$ cat config.mk
export PLATFORM = sky130hd
export DESIGN_NAME = operand_fetch_seq
export DESIGN_NICKNAME = d
export VERILOG_FILES = /design/src/rtl/operand_fetch_seq.sv
export SDC_FILE = /design/constraint.sdc
export NUM_CORES = 1
export LEC_CHECK = 0
export CAP_MARGIN = 20
export CORE_ASPECT_RATIO = 0.9
export CORE_MARGIN = 2
export CORE_UTILIZATION = 51
export CTS_CLUSTER_SIZE = 8
export DETAILED_ROUTE_END_ITERATION = 12
export PLACE_DENSITY = 0.86
export SYNTH_ARGS = -nofsm -noshare
export SYNTH_HDL_FRONTEND = slang
export SYNTH_SLANG_ARGS = --single-unit
$ cat constraint.sdc
create_clock -name clk -period 5.2 [get_ports clk]
set_clock_uncertainty 0.05 [all_clocks]
set_input_delay 1.04 -clock clk [delete_from_list [all_inputs] [get_ports clk]]
set_output_delay 1.04 -clock clk [all_outputs]
set_load 0.1 [all_outputs]
$ cat src/rtl/operand_fetch_seq.sv
// operand_fetch_seq: instruction fetch sequencer for the SAP-2 CPU.
// Reads an opcode byte at the PC, then the number of operand bytes reported
// by the control unit, assembling them little-endian into operand_o.
//
// Build option: define OPFETCH_LEN_TRAP_EN to trap lengths above
// MAX_OPERAND_BYTES into a sticky ERR state. Without it the length is clamped
// and err_o is held at 0.
//
// Ports:
//   clk, reset      clock; synchronous active-low reset
//   start, halt     fetch request (IDLE only), start inhibit
//   pc_load(_val)   PC load in IDLE, takes priority over start
//   opcode_len_i    operand byte count decoded from opcode_o
//   mem_data_i      read data, valid the cycle after mem_rd_o
//   mem_addr_o      read address (0 when not reading)
//   mem_rd_o        read strobe, one cycle per fetched byte
//   pc_o            program counter
//   opcode_o        latched opcode
//   operand_o       assembled operand, byte 0 in the low bits
//   busy_o          high outside IDLE
//   done_o          one-cycle completion pulse
//   err_o           illegal-length flag
module operand_fetch_seq #(
  parameter int unsigned ADDR_WIDTH        = 16,
  parameter int unsigned DATA_WIDTH        = 8,
  parameter int unsigned MAX_OPERAND_BYTES = 2,
  parameter logic [ADDR_WIDTH-1:0] RESET_VECTOR = ADDR_WIDTH'(16'hF000)
) (
  input  logic                                    clk,
  input  logic                                    reset,
  input  logic                                    start,
  input  logic                                    halt,
  input  logic                                    pc_load,
  input  logic [ADDR_WIDTH-1:0]                   pc_load_val,
  input  logic [$clog2(MAX_OPERAND_BYTES+2)-1:0]  opcode_len_i,
  input  logic [DATA_WIDTH-1:0]                   mem_data_i,
  output logic [ADDR_WIDTH-1:0]                   mem_addr_o,
  output logic                                    mem_rd_o,
  output logic [ADDR_WIDTH-1:0]                   pc_o,
  output logic [DATA_WIDTH-1:0]                   opcode_o,
  output logic [MAX_OPERAND_BYTES*DATA_WIDTH-1:0] operand_o,
  output logic                                    busy_o,
  output logic                                    done_o,
  output logic                                    err_o
);

  localparam int unsigned LEN_W  = $clog2(MAX_OPERAND_BYTES + 2);
  localparam int unsigned OPND_W = MAX_OPERAND_BYTES * DATA_WIDTH;
  localparam logic [LEN_W-1:0] MAX_LEN = LEN_W'(MAX_OPERAND_BYTES);

  typedef enum logic [2:0] {
    S_IDLE,
    S_OP_REQ,
    S_OP_WAIT,
    S_DECODE,
    S_ARG_REQ,
    S_ARG_WAIT,
    S_DONE,
    S_ERR
  } state_t;

  state_t              state_q, state_d;
  logic [ADDR_WIDTH-1:0] pc_q, pc_d;
  logic [DATA_WIDTH-1:0] opcode_q, opcode_d;
  logic [OPND_W-1:0]     operand_q, operand_d;
  logic [LEN_W-1:0]      cnt_q, cnt_d;
  logic [LEN_W-1:0]      idx_q, idx_d;
  logic [ADDR_WIDTH-1:0] mem_addr_d;
  logic                  mem_rd_d, busy_d, done_d, err_d;

  // State, datapath and registered outputs.
  always_ff @(posedge clk) begin
    if (!reset) begin
      state_q    <= S_IDLE;
      pc_q       <= RESET_VECTOR;
      opcode_q   <= '0;
      operand_q  <= '0;
      cnt_q      <= '0;
      idx_q      <= '0;
      mem_addr_o <= '0;
      mem_rd_o   <= 1'b0;
      busy_o     <= 1'b0;
      done_o     <= 1'b0;
      err_o      <= 1'b0;
    end else begin
      state_q    <= state_d;
      pc_q       <= pc_d;
      opcode_q   <= opcode_d;
      operand_q  <= operand_d;
      cnt_q      <= cnt_d;
      idx_q      <= idx_d;
      mem_addr_o <= mem_addr_d;
      mem_rd_o   <= mem_rd_d;
      busy_o     <= busy_d;
      done_o     <= done_d;
      err_o      <= err_d;
    end
  end

  // Next-state and datapath updates; outputs are decoded from the next state
  // so that the registered versions line up with the state they describe.
  always_comb begin
    state_d   = state_q;
    pc_d      = pc_q;
    opcode_d  = opcode_q;
    operand_d = operand_q;
    cnt_d     = cnt_q;
    idx_d     = idx_q;

    case (state_q)
      S_IDLE: begin
        if (pc_load) begin
          pc_d = pc_load_val;
        end else if (start && !halt) begin
          state_d   = S_OP_REQ;
          operand_d = '0;
        end
      end

      S_OP_REQ: state_d = S_OP_WAIT;

      S_OP_WAIT: begin
        opcode_d = mem_data_i;
        pc_d     = pc_q + ADDR_WIDTH'(1);
        state_d  = S_DECODE;
      end

      S_DECODE: begin
        idx_d = '0;
`ifdef OPFETCH_LEN_TRAP_EN
        if (opcode_len_i > MAX_LEN) begin
          state_d = S_ERR;
        end else begin
          cnt_d   = opcode_len_i;
          state_d = (opcode_len_i == '0) ? S_DONE : S_ARG_REQ;
        end
`else
        cnt_d   = (opcode_len_i > MAX_LEN) ? MAX_LEN : opcode_len_i;
        state_d = (cnt_d == '0) ? S_DONE : S_ARG_REQ;
`endif
      end

      S_ARG_REQ: state_d = S_ARG_WAIT;

      S_ARG_WAIT: begin
        for (int unsigned i = 0; i < MAX_OPERAND_BYTES; i++) begin
          if (idx_q == LEN_W'(i)) begin
            operand_d[i*DATA_WIDTH +: DATA_WIDTH] = mem_data_i;
          end
        end
        pc_d    = pc_q + ADDR_WIDTH'(1);
        idx_d   = idx_q + LEN_W'(1);
        state_d = ((idx_q + LEN_W'(1)) == cnt_q) ? S_DONE : S_ARG_REQ;
      end

      S_DONE: state_d = S_IDLE;

      // Sticky until reset.
      S_ERR: state_d = S_ERR;

      default: state_d = S_IDLE;
    endcase

    mem_rd_d   = (state_d == S_OP_REQ) || (state_d == S_ARG_REQ);
    mem_addr_d = mem_rd_d ? pc_d : '0;
    busy_d     = (state_d != S_IDLE);
    done_d     = (state_d == S_DONE);
`ifdef OPFETCH_LEN_TRAP_EN
    err_d      = (state_d == S_ERR);
`else
    err_d      = 1'b0;
`endif
  end

  assign pc_o      = pc_q;
  assign opcode_o  = opcode_q;
  assign operand_o = operand_q;

endmodule

# --- Word-level counts from Yosys, hierarchy flattened ---
# Cells that the tools add are included.
totals:
  ramBits: 0
  input_bits: 31
  out_inout_bits: 60
  elab_cells: 57
  n_memories: 0
  ff_bits: 66
  romBits: 0
  latch_bits: 0
op_classes:
  n_reduce_logical: 13
  magnitude_cmp: 1
  mux: 14
  div_mod_pow: 0
  n_eq_ne: 16
  n_shift: 0
  addsub: 2
  bitwise_logic: 0
  n_mul: 0
ops:
  columns: ["cell", "count"]
  rows:
  - ["case mux 16 bit (2 select lines)", 2]
  - ["2-to-1 mux 16 bit", 3]
  - ["case mux 3 bit (8 select lines)", 1]
  - ["== test 3 bit, second input constant", 6]
  - ["adder 16 x 1 -> 16 bit, second input constant", 1]
  - ["2-to-1 mux 8 bit", 2]
  - ["inequality test 2 bit, second input constant", 4]
  - ["AND reduction 4 bit", 2]
  - ["== test 3 x 1 -> 1 bit, second input constant", 2]
  - ["== test 3 x 2 -> 1 bit, second input constant", 2]
  - ["2-to-1 mux 2 bit", 3]
  - ["2-to-1 mux 3 bit", 2]
  - ["logical NOT 2 bit", 2]
  - ["case mux 2 bit (2 select lines)", 1]
  - ["nonzero test 2 bit", 2]
  - ["logical NOT 3 bit", 1]
  - ["nonzero test 3 bit", 1]
  - ["adder 2 x 1 -> 2 bit, second input constant", 1]
  - ["== test 2 x 1 -> 1 bit, second input constant", 1]
  - ["== test 2 bit", 1]
  - ["greater-than comparator 2 bit, second input constant", 1]
  - ["AND reduction 2 bit", 1]
  - ["OR reduction 2 bit", 1]
  - ["logical AND 1 bit", 1]
  - ["2 further kinds", 2]

# --- Longest topological paths before layout ---
depth:
  word_depth: 8
  mapped_depth: 7
  ltp_nobuf: 6

# --- Worst setup path after synthesis ---
# Ideal clock, no wire load.
synth_timing:
  path_kind: "reg-to-reg"
  start: "register pc_q[0], in the netlist pc_o[0]"
  end: "register pc_q[14], in the netlist pc_o[14]"
  slack_ns: 2.706
  n_path_buf: 0
  stages_incl_launch_ff: 6
  setup_ns: 0.133
  synth_period_minus_slack_ns: 2.494
  arrival_time_ns: 2.310
  required_ns: 5.017
  cell_sequence: "dfxtp_1 -> ha_1 -> nand4_2 -> nor4_1 -> mux2i_1 -> nand3_1"
synth_via:
  elab_chain_cells: 2
synth_lines:
  columns: ["element", "line", "source"]
  rows:
  - ["start, declared", "63", "logic [ADDR_WIDTH-1:0] pc_q, pc_d;"]
  - ["start signal, assigned", "87", "pc_q <= pc_d;"]
  - ["adder 16 x 1 -> 16 bit", "124, 151", null]
  - ["case mux 16 bit (2 select lines)", "110", "case (state_q)"]
# No other way between the ends.
# A chain may end at the register's enable or synchronous reset.

# --- Final worst setup path ---
layout_timing:
  start: "register pc_q[2], in the netlist pc_o[2]"
  end: "output pc_o[2]"
layout_rtl:
  columns: ["element", "line", "source"]
  rows:
  - ["end, declared", "39", "output logic [ADDR_WIDTH-1:0] pc_o,"]
# No word-level cell between the ends.

==> qor.txt <==
Status: completed
Rel. slew slack: 0.324
CTS Buf Count: 9
Maximum vdd ir drop: 0.000228 V
Mapped Area: 3060 sq um
Routed wire length: 7.76 mm
Clk_lat worst skew: 330 ps
Worst Hold Class: reg2reg
Distinct cells, synth: 52
RSZ-0062 raised after global routing: false
Leakage: 1.37 nW
Number of core rows: 26
Final Worst Setup Slack: 2060 ps
Flop pwr share: 0.424
Clock Tree Root: clkbuf_8
P_int: 0.871 mW
Initial core utilization: 0.534
Nets: 445
Number of remaining DRC errors: 0
Syn nets: 365
Final hold vios: 0
ANT nets after route: 0
Crit path capture type: primary output
Met1 WL: 3.52 mm
DIE AREA: 6630 sq um
Initial DRT Pass Iterations: 5
Pre-CTS setup slack: 2150 ps
Fillcell total: 428
Vias in the first global route: 2,715
Maximum root-to-sink buffer count: 2
Core ar.: 5730 sq um
Antenna violations before repair: 0
Setup tns final: 0 ps
Met2 wire length: 3.70 mm
Max-cap viol count: 0
Critical path, cell by cell: clkdlybuf4s50_1
Maximum clock rate: 0.318 GHz
Grt total ovfl: 0
Setup bufs post-CTS: 0
Clock transition at path regs: 60 ps
Global-route wire length before repair: 13.2 mm
Initial DRC count: 184
Most frequent cells in the layout: clkdlybuf4s50_1 (89), dfxtp_1 (66), nand2_1 (40), a21boi_0 (38), o21ai_0 (26)
Switching Fraction: 0.342
Die height: 77.5 microns
Crit Path Max Fanout: 8
Max stage delay on crit path: 1200 ps
Vias: 2,822
Clock sink total: 66
Crit path max-delay cell type: clkdlybuf4s50_1
Layout area overhead: 34.6%
Combinational power share: 0.253
Final Setup Violations: 0
CP Launch Type: flop
Top routing layer in use: met4
Number of flops mapped to enable cells by yosys: 0
Mux share of post-synthesis cell area: 0.0164
DP Area: 3920 sq um
Post-DP HPWL: 5.28 mm
XOR/XNOR share of the synthesized area: 0.00859
Inst Count DP: 470
Min-delay src: opcode_o[6]
Post-CTS Hold Buffers: 0
Non-filler cells, final: 486
Ant. Diodes: 0
Asr flop ratio synth: 0
Reg-to-reg startpoint: state_q[1]
Critical Path RT: 4110 ps
Synth Register Bits: 66
PD cells: 321 nW/um^2
Post-Layout Inst Area: 4120 sq um
Combinational family with the most area after synthesis: compound AO/OA/AOI/OAI gates
Synth Area in Compound Gates: 0.305
Syn Area/Cell: 9.24 sq um
Top Family by Delay on Critical Path: buffers and inverters
Largest net degree at the start of global routing: 51
Post_cts resized: 0
Clock group share of total power: 0.323
CTS tree: yes
Port Buffers: 89
DR WL/cell: 16.0 microns
Gpl congestion: 0.817
Slew Limit Fails: 0
WL met3: 467 microns
Simple-Gate Fraction of Synth Area: 0.172
Ys flop type: dfxtp_1
Post-Synth Adder-Cell Area: 0.0123
Worst-Margin Slew: 1010 ps
DR vias/cell: 5.81
CP arrival: 2050 ps
Most common cell after layout, fill and taps aside: clkdlybuf4s50_1
Buf/Inv on CP: 1
Layout cells sized above 1: 0.0745
Synth Instances: 331
Yosys synthesis warning count: 0
Post-layout min period: 3140 ps
Die width: 85.6 microns
H-tree Lvls: 3
Sw power: 0.452 mW
I/O pins: 91
Kind of critical path: reg2out
Seq/Total Area, Yosys: 0.432
GRT Util Overall: 0.247
Origin of the worst setup path: pc_o[2]
Fin crit share: 0.604
[metal layers]
layer	vias to the layer above	track usage
met5	-	0
met1	1337	0.336
met4	0	0.0841
met3	9	0.0500
met2	107	0.391
li1	1369	-
[metrics by stage]
stage / total power [mW] / util / hold slack (ps)
final: 1.32 / 0.719 / 417
after global routing: 1.37 / 0.719 / 437
after CTS: 1.33 / 0.719 / 416
after detailed placement: 0.903 / 0.684 / 407
after global placement: 0.898 / 0.684 / 402
after floorplan: 0.816 / - / 405
[cell families (layout without fill, tap and decap cells)]
| kind of cell | Yosys count | in the layout |
|---|---|---|
| simple gates | 98 | 98 |
| xor+xnor | 3 | 3 |
| fa+ha+maj | 3 | 3 |
| flops | 66 | 66 |
| compound gates | 126 | 126 |
| other cells | 1 | 1 |
| buf+inv | 29 | 114 |
| mux | 5 | 5 |
[flip-flops by register name, summed over array words and instances (netlist names)]
signal and cells:
pc_o 16, done_o 1, busy_o 1, idx_q 2, opcode_o 8, mem_addr_o 16, operand_o 16, mem_rd_o 1
cnt_q 2, state_q 3
[Yosys cell counts (3+ instances only)]
library cell / instances / area share
nor4_1: 7 / 0.014
a21boi_0: 38 / 0.093
nor2b_1: 6 / 0.012
nor3b_1: 3 / 0.0074
a211oi_2: 5 / 0.020
a22oi_1: 13 / 0.032
mux2i_1: 5 / 0.016
a32oi_1: 4 / 0.011
clkbuf_1: 9 / 0.011
buf_4: 4 / 0.0098
o31a_1: 3 / 0.0086
a211oi_1: 9 / 0.022
a21oi_1: 9 / 0.015
nand2_1: 40 / 0.049
a21boi_1: 3 / 0.0074
o21ai_0: 26 / 0.043
buf_2: 5 / 0.0082
buf_6: 4 / 0.015
ha_1: 3 / 0.012
dfxtp_1: 66 / 0.43
nor2_1: 9 / 0.011
nand3_1: 10 / 0.016
nor3_1: 3 / 0.0049
inv_1: 7 / 0.0086
and2_1: 4 / 0.0082
[power by group through the flow]
| stage | Sequential (mW) | Clock, mW | Combinational [mW] |
|---|---|---|---|
| after floorplan | 0.714 | 0 | 0.103 |
| after detailed placement | 0.570 | 0 | 0.332 |
| final | 0.560 | 0.428 | 0.334 |
| after global routing | 0.564 | 0.460 | 0.350 |
| after global placement | 0.570 | 0 | 0.328 |
| after CTS | 0.559 | 0.434 | 0.334 |
[layout make-up]
type	count	area, sq um	share of cell area
multi-input cells	236	1580	0.383
clock buffers	14	163	0.0395
well taps	70	87.6	0.0213
clock inverters	2	35.0	0.00851
repair buffers	91	906	0.220
inverters	7	26.3	0.00638
flip-flops and latches	66	1320	0.321
[path summary, 6_finish.rpt]
check	cells past startpoint	end	slack, ps
worst min register to register	2	opcode_o[6]	420
worst max-delay path	1	pc_o[2]	2060
worst min-delay path	2	opcode_o[6]	420
worst max register to register	4	mem_addr_o[7]	2370
No activity file was read; power rests on OpenSTA's default activity.
